**config.mk**
```make
export PLATFORM = sky130hd
export DESIGN_NAME = qspi_tx_shifter
export DESIGN_NICKNAME = d
export VERILOG_FILES = /design/src/rtl/qspi_tx_shifter.sv
export SDC_FILE = /design/constraint.sdc
export NUM_CORES = 1
export LEC_CHECK = 0
export CORE_MARGIN = 3
export CORE_UTILIZATION = 56
export CTS_CLUSTER_SIZE = 10
export DETAILED_ROUTE_END_ITERATION = 6
export PLACE_DENSITY = 0.81
export SYNTH_ARGS = -nofsm -noshare
export SYNTH_HDL_FRONTEND = slang
export SYNTH_SLANG_ARGS = --single-unit
```
**constraint.sdc**
```tcl
create_clock -name clk -period 3.4 [get_ports clk]
set_clock_uncertainty 0.15 [all_clocks]
set_input_delay 0.68 -clock clk [delete_from_list [all_inputs] [get_ports clk]]
set_output_delay 0.68 -clock clk [all_outputs]
set_load 0.1 [all_outputs]
```
**src/rtl/qspi_tx_shifter.sv**
```systemverilog
// Transmit serializer: pops 32-bit words from the TX FIFO and shifts them out
// on 1/2/4 QSPI lanes, byte 0 first and MSB first, with a mode-0 SCK.
module qspi_tx_shifter #(
    parameter int DATA_WIDTH = 32,
    parameter int CLK_DIV    = 2,
    parameter int LEN_WIDTH  = 9
) (
    input  logic                  clk,
    input  logic                  rst,
    input  logic                  start,
    input  logic [1:0]            lane_mode,
    input  logic [LEN_WIDTH-1:0]  byte_len,
    output logic                  fifo_rd_en,
    input  logic [DATA_WIDTH-1:0] fifo_rd_data,
    input  logic                  fifo_empty,
    output logic                  sck,
    output logic [3:0]            io_out,
    output logic [3:0]            io_oe,
    output logic                  busy,
    output logic                  done,
    output logic                  underrun
);

    typedef enum logic [2:0] {
        S_IDLE,
        S_FETCH,
        S_WAIT,
        S_SHIFT,
        S_DONE
    } state_t;

    localparam int            HC_W    = (CLK_DIV > 1) ? $clog2(CLK_DIV) : 1;
    localparam logic [HC_W-1:0] HC_LAST = HC_W'(CLK_DIV - 1);

    state_t                 state_q, state_d;
    logic [1:0]             lsh_q, lsh_d;          // log2 of the lane count
    logic [LEN_WIDTH-1:0]   bytes_left_q, bytes_left_d;
    logic [31:0]            shreg_q, shreg_d;
    logic [5:0]             cyc_left_q, cyc_left_d;
    logic [HC_W-1:0]        hc_q, hc_d;
    logic                   sck_q, sck_d;
    logic [3:0]             io_q, io_d;

    logic [31:0]            stream;
    logic [2:0]             word_bytes;
    logic [5:0]             word_cycles;
    logic [2:0]             lanes;

    // Byte 0 is moved to the top so the serial stream always leaves from bit 31.
    assign stream      = {fifo_rd_data[7:0], fifo_rd_data[15:8],
                          fifo_rd_data[23:16], fifo_rd_data[31:24]};
    assign word_bytes  = (bytes_left_q >= LEN_WIDTH'(4)) ? 3'd4 : bytes_left_q[2:0];
    assign word_cycles = {word_bytes, 3'b000} >> lsh_q;
    assign lanes       = 3'd1 << lsh_q;

    function automatic logic [3:0] lane_bits(input logic [3:0] top, input logic [1:0] lsh);
        case (lsh)
            2'd0:    lane_bits = {3'b000, top[3]};
            2'd1:    lane_bits = {2'b00, top[3:2]};
            default: lane_bits = top;
        endcase
    endfunction

    always_comb begin
        // NOTE: every _d takes its _q value first, so no path through the case can infer a latch.
        state_d      = state_q;
        lsh_d        = lsh_q;
        bytes_left_d = bytes_left_q;
        shreg_d      = shreg_q;
        cyc_left_d   = cyc_left_q;
        hc_d         = hc_q;
        sck_d        = sck_q;
        io_d         = io_q;

        case (state_q)
            S_IDLE: begin
                io_d = 4'b0000;
                if (start && (byte_len != '0)) begin
                    lsh_d        = (lane_mode == 2'b11) ? 2'b00 : lane_mode;
                    bytes_left_d = byte_len;
                    state_d      = S_FETCH;
                end
            end
            S_FETCH: begin
                if (!fifo_empty) state_d = S_WAIT;
            end
            S_WAIT: begin
                io_d         = lane_bits(stream[31:28], lsh_q);
                shreg_d      = stream << lanes;
                bytes_left_d = bytes_left_q - LEN_WIDTH'(word_bytes);
                cyc_left_d   = word_cycles;
                hc_d         = '0;
                sck_d        = 1'b0;
                state_d      = S_SHIFT;
            end
            S_SHIFT: begin
                if (hc_q == HC_LAST) begin
                    hc_d = '0;
                    if (!sck_q) begin
                        sck_d = 1'b1;
                    end else begin
                        // Falling edge: either the word is finished or the next bits go out now.
                        sck_d = 1'b0;
                        if (cyc_left_q == 6'd1) begin
                            state_d = (bytes_left_q == '0) ? S_DONE : S_FETCH;
                        end else begin
                            io_d       = lane_bits(shreg_q[31:28], lsh_q);
                            shreg_d    = shreg_q << lanes;
                            cyc_left_d = cyc_left_q - 6'd1;
                        end
                    end
                end else begin
                    hc_d = hc_q + HC_W'(1);
                end
            end
            S_DONE: begin
                io_d    = 4'b0000;
                state_d = S_IDLE;
            end
            default: begin
                io_d    = 4'b0000;
                sck_d   = 1'b0;
                state_d = S_IDLE;
            end
        endcase
    end

    // NOTE: sequential state uses non-blocking assignments only, so every flop samples pre-edge values.
    always_ff @(posedge clk or posedge rst) begin
        if (rst) begin
            state_q      <= S_IDLE;
            lsh_q        <= 2'b00;
            bytes_left_q <= '0;
            shreg_q      <= '0;
            cyc_left_q   <= '0;
            hc_q         <= '0;
            sck_q        <= 1'b0;
            io_q         <= 4'b0000;
        end else begin
            state_q      <= state_d;
            lsh_q        <= lsh_d;
            bytes_left_q <= bytes_left_d;
            shreg_q      <= shreg_d;
            cyc_left_q   <= cyc_left_d;
            hc_q         <= hc_d;
            sck_q        <= sck_d;
            io_q         <= io_d;
        end
    end

    assign sck        = sck_q;
    assign io_out     = io_q;
    assign busy       = (state_q != S_IDLE);
    assign done       = (state_q == S_DONE);
    assign fifo_rd_en = (state_q == S_FETCH) && !fifo_empty;
    assign underrun   = (state_q == S_FETCH) && fifo_empty;

    always_comb begin
        io_oe = 4'b0000;
        if (busy) begin
            case (lsh_q)
                2'd0:    io_oe = 4'b0001;
                2'd1:    io_oe = 4'b0011;
                default: io_oe = 4'b1111;
            endcase
        end
    end

endmodule

```
== Yosys cells after proc, flatten, opt, wreduce, memory -nomap -nowiden ==
Index checks and enable logic that the tools add are counted.

* Register bits after elaboration: 58
* Input port bits: 47

* Bitwise operators: 2
* Reduce and logical (&&, ||, !) cells: 18
* Equal/unequal tests: 13
* Shifts and indexed selects: 4
* Multiplexer cells: 32
* Add/sub/neg operators: 3
* $lt $le $gt $ge: 1

{| class="wikitable"
|+ Operator list
! cell !! count
|-
| two-way mux 32 bit || 3
|-
| case mux 32 bit (2 select lines) || 1
|-
| << shifter 32 x 3 -> 32 bit || 2
|-
| case mux 4 bit (2 select lines) || 3
|-
| two-way mux 3 bit || 7
|-
| two-way mux 6 bit || 3
|-
| case mux 9 bit (2 select lines) || 1
|-
| two-way mux 4 bit || 4
|-
| inequality test 2 bit (second input constant) || 6
|-
| case mux 3 bit (4 select lines) || 1
|-
| case mux 4 bit (3 select lines) || 1
|-
| case mux 6 bit (2 select lines) || 1
|-
| >= comparator 9 x 3 -> 1 bit (second input constant) || 1
|-
| logical NOT 9 bit || 1
|-
| two-way mux 9 bit || 1
|-
| nonzero test 9 bit || 1
|-
| subtractor 9 x 3 -> 9 bit || 1
|-
| AND reduction 4 bit || 2
|-
| equality test 3 x 2 -> 1 bit (second input constant) || 2
|-
| equality test 6 x 1 -> 1 bit (second input constant) || 1
|-
| AND reduction 2 bit || 3
|-
| right shift 6 x 2 -> 6 bit || 1
|-
| subtractor 6 x 1 -> 6 bit (second input constant) || 1
|-
| AND reduction 5 bit || 1
|-
| 17 further kinds || 24
|}

== Logic depth before layout (Yosys ltp) ==
* Depth after elaboration: 6
* Mapped depth: 10
* Gate-level depth less buffers: 9

== Worst setup path before layout ==
OpenSTA, ideal clock, no wires.

* Kind: reg-to-output
* Start: reg lsh_q[1]
* End: out io_oe[3]
* Path buffers: 3
* Required time: 2.570 ns
* Data arrival time: 2.979 ns
* Setup slack: -0.409 ns
* Cell stages (with the launch flop): 8
* Cells stage by stage: dfrtp_1 inv_1 ha_1 clkbuf_1 or2_1 clkbuf_1 nor2_1 buf_4

* Cells in the longest elaborated chain, start to end: 3
* Elaborated cells between the ends (all ways): 4
* Those cells by class: eq/ne: 1; mux: 2; reduce/logical: 1

{| class="wikitable"
|+ Ends and longest elaborated chain
! what !! line !! source
|-
| start, declared || 36 || <nowiki>logic [1:0] lsh_q, lsh_d;</nowiki>
|-
| start signal, assigned || 141 || <nowiki>lsh_q <= lsh_d;</nowiki>
|-
| equality test 2 x 1 -> 1 bit / logical NOT 2 bit (equally long branches) || 161 || <nowiki>case (lsh_q)</nowiki>
|-
| case mux 4 bit (2 select lines) * || 161 ||
|-
| two-way mux 4 bit * || 160 || <nowiki>if (busy) begin</nowiki>
|-
| end, declared || 18 || <nowiki>output logic [3:0] io_oe,</nowiki>
|}

Every way passes the cells marked *; elsewhere a longest branch is shown, timed or not.

== Worst setup path after layout ==
* Start: reg lsh_q[0]
* End: out io_oe[3]

The elaborated chain is that of the path after synthesis.

==> key figures <==
STA
  • Fin. Hold Viols: 0
  • Unrepaired setup endpoints after global routing: false
  • Slew HR: 34.00%
  • Worst Tran Pin Value: 0.9901 ns
  • Setup TNS: 0 ns
  • Fmax: 329.8 MHz
  • Period utilization: 89.18%
  • Max-slew violation count: 0
  • Setup violations, final: 0
  • Minimum clock period: 3.032 ns

Synth
  • Distinct cell type count after synthesis: 62
  • Register area share after synthesis: 32.64%
  • Async SR Flop Fraction: 100.0%
  • Syn nets: 561
  • Prevailing post-synth register cell: dfrtp_1
  • Number of synthesized flops with an enable pin: 0
  • Syn Inst Count: 507
  • Synth warn: 0
  • Syn Area/Cell: 8.771 um2
  • Mapped cell area: 4447 um2
  • Yosys reg bits: 58

Critical path
  • FF-to-FF End: shreg_q[31]
  • Top fanout value on the critical path: 9
  • FF-to-FF Start: lsh_q[1]
  • Crit start category: flip-flop
  • Crit Path Category: flip-flop to output pin
  • Reg2reg setup slack: 0.66 ns
  • CP arrival: 2.20 ns
  • WP data required: 2.57 ns
  • Worst setup EP type: output pin
  • Max stage delay on crit path: 0.52 ns
  • Slowest cell on crit path: dfrtp_1
  • Worst r2r path cells: 8
  • Crit-path cells: inv_1 -> ha_1 -> or2_1 -> nor2_2 -> buf_12

Global routing
  • Antenna violations before repair: 0
  • Global-route wire length before repair: 19.82 mm
  • Grt total ovfl: 0
  • Vias in the first global route: 4,055
  • GRT Overall Usage: 27.73%
  • Largest net degree at the start of global routing: 59

Detailed routing
  • Drt total wl: 11.93 mm
  • Via Count: 4,179
  • Vias/cell: 6.380
  • 1st-iter DRT viols: 330
  • DR WL met2: 5.574 mm
  • WL met1: 5.241 mm
  • WL/cell: 18.21 um
  • ANT nets after route: 0
  • Drt pass-1 iters: 5
  • # DRC: 0
  • Top sig layer: met4
  • Met3 wire length: 846 um

Cells and area
  • Most frequent cells in the layout: nand2_1, mux2i_1, dfrtp_1, clkdlybuf4s50_1, a21oi_1
  • Area Overhead vs Synth: 19.16%
  • Fillers: 562
  • Register area: 1451 um2
  • Layout cells sized above 1: 12.41%
  • Ant. Diodes: 0
  • Finished Layout Cells: 655
  • Final Util: 70.78%
  • Nets: 605
  • Multi-input gate area: 2741 um2

Hold path
  • Hold Crit Depth: 2
  • Hold_sp: io_out[3]
  • Hold crit path type: flip-flop to flip-flop
  • WHS Endpoint: io_out[3]

Floorplan
  • I/O pin count: 60
  • Initial Util: 59.40%
  • Die X: 95.11 um
  • Rows: 31
  • Die area: 9046 um2
  • Core footprint: 7486 um2
  • Die height: 95.11 um

CTS
  • Skew-Pair Late Insertion Delay: 0.34 ns
  • # resized after CTS: 0
  • H-tree depth: 3
  • Clock sinks: 58
  • Clock Tree Buf Depth: 2
  • Hold_buf cts: 0
  • Post-CTS setup buffer count: 0
  • Worst-path clk slew: 0.07 ns
  • CTS Buf Count: 9
  • CTS root buf: clkbuf_8
  • CTS tree: done

Power
  • Internal power: 0.002852 W
  • Leak: 2.161 nW
  • Sw frac: 51.96%
  • Seq pwr share: 23.5%
  • Psw: 0.003085 W
  • Combinational share of power: 66.4%
  • PwrDens: 1121 nW/um2
  • Clock power share: 10.1%
  • VDD IR max: 0.5427 mV

Place
  • RePlAce Congestion: 0.9042
  • Post-DP HPWL: 8.418 mm
  • Placed Cells: 639
  • IO Port Bufs: 59

Run
  • Max cap viols: 0

Run status
  • Outcome: complete, no violations
## worst max path at each step
| stage | from | endpoint | slack, ns | cells after the start |
|---|---|---|---|---|
| 6_report | lsh_q[0] | io_oe[3] | 0.37 | 5 |
| 3_5_place_dp | byte_len[7] | bytes_left_q[3] | 0.50 | 5 |
| 3_3_place_gp | byte_len[7] | bytes_left_q[3] | 0.63 | 5 |
| 4_1_cts | lsh_q[0] | io_oe[3] | 0.35 | 5 |
| 2_1_floorplan | lsh_q[1] | io_oe[3] | 0.11 | 7 |
| 5_1_grt | lsh_q[0] | io_oe[3] | 0.23 | 5 |
## power groups by stage
| stage | sequential (W) | clock [W] | combinational (W) |
|---|---|---|---|
| final | 0.00140 | 0.000601 | 0.00394 |
| after global routing | 0.00144 | 0.000638 | 0.00428 |
| after CTS | 0.00138 | 0.000606 | 0.00390 |
| after detailed placement | 0.00140 | 0 | 0.00386 |
| after global placement | 0.00137 | 0 | 0.00376 |
| after floorplan | 0.00144 | 0 | 0.00289 |
## worst max-delay path, delay by kind of cell (launching register included)
family | cells | cell delay, ns
adder cells (fa/ha/maj) | 1 | 0.35
AND/OR/NAND/NOR | 2 | 0.61
buffers and inverters | 2 | 0.37
flip-flops | 1 | 0.52
## through the flow
step	worst slack (ns)	hold WS, ns	power (W)	instance area (um2)
6_report	0.3679	0.3338	0.005937	5299
5_1_grt	0.2270	0.3584	0.006358	5299
4_1_cts	0.3530	0.3371	0.005886	5299
3_5_place_dp	0.5004	0.3212	0.005255	5116
3_3_place_gp	0.6275	0.3168	0.005126	5116
2_1_floorplan	0.1118	0.3199	0.004327	4454
## sequential cells by signal, summed over array words and instances (netlist names)
name          cells
bytes_left_q      9
sck               1
io_out            4
hc_q              1
shreg_q          32
cyc_left_q        6
state_q           3
lsh_q             2
## cells by family after synthesis
| family | Yosys count | share of synthesized area, % |
|---|---|---|
| buffers and inverters | 59 | 6.190 |
| adders and majority gates | 7 | 1.970 |
| DFF | 58 | 32.64 |
| and+or+nand+nor | 161 | 18.57 |
| AOI/OAI and AO/OA | 145 | 22.43 |
| muxes | 76 | 18.12 |
| other | 1 | 0.08433 |
## cells in the mapped netlist (all sizes together) (3+ instances only)
cell type  number  area [um2]
dfrtp          58        1451
mux2i          58       580.6
nand2          58       217.7
a21oi          33       165.2
buf            27       153.9
nor2           26       97.59
nor2b          24       150.1
o21ai          24       120.1
o221ai         24       210.2
a211oi         23       172.7
clkbuf         17       65.06
mux2           16       180.2
inv            15       56.30
nor3           15       85.08
nand3          10       50.05
ha              7       87.58
a31oi           6       37.54
nand2b          5       31.28
a21o            4       30.03
nand4           4       25.02
nor3b           4       40.03
o211ai          4       30.03
a211o           3       26.28
a221o           3       30.03
nand3b          3       22.52
nor4            3       33.78
o22ai           3       18.77
o41ai           3       26.28
## layer usage
metal / up-vias / global-route usage (%)
met2: 185 / 42.86
li1: 1976 / -
met5: - / 0
met1: 1992 / 38.90
met3: 26 / 4.420
met4: 0 / 10.82
## cell type report
type | count | share of cell area (%)
Sequential cell | 58 | 27.39
Multi-Input combinational cell | 390 | 51.74
Clock buffer | 14 | 3.259
Tap cell | 99 | 2.338
Inverter | 15 | 1.063
Timing Repair Buffer | 77 | 14.03
Clock inverter | 2 | 0.1889
Power figures use the tool's default switching activity.
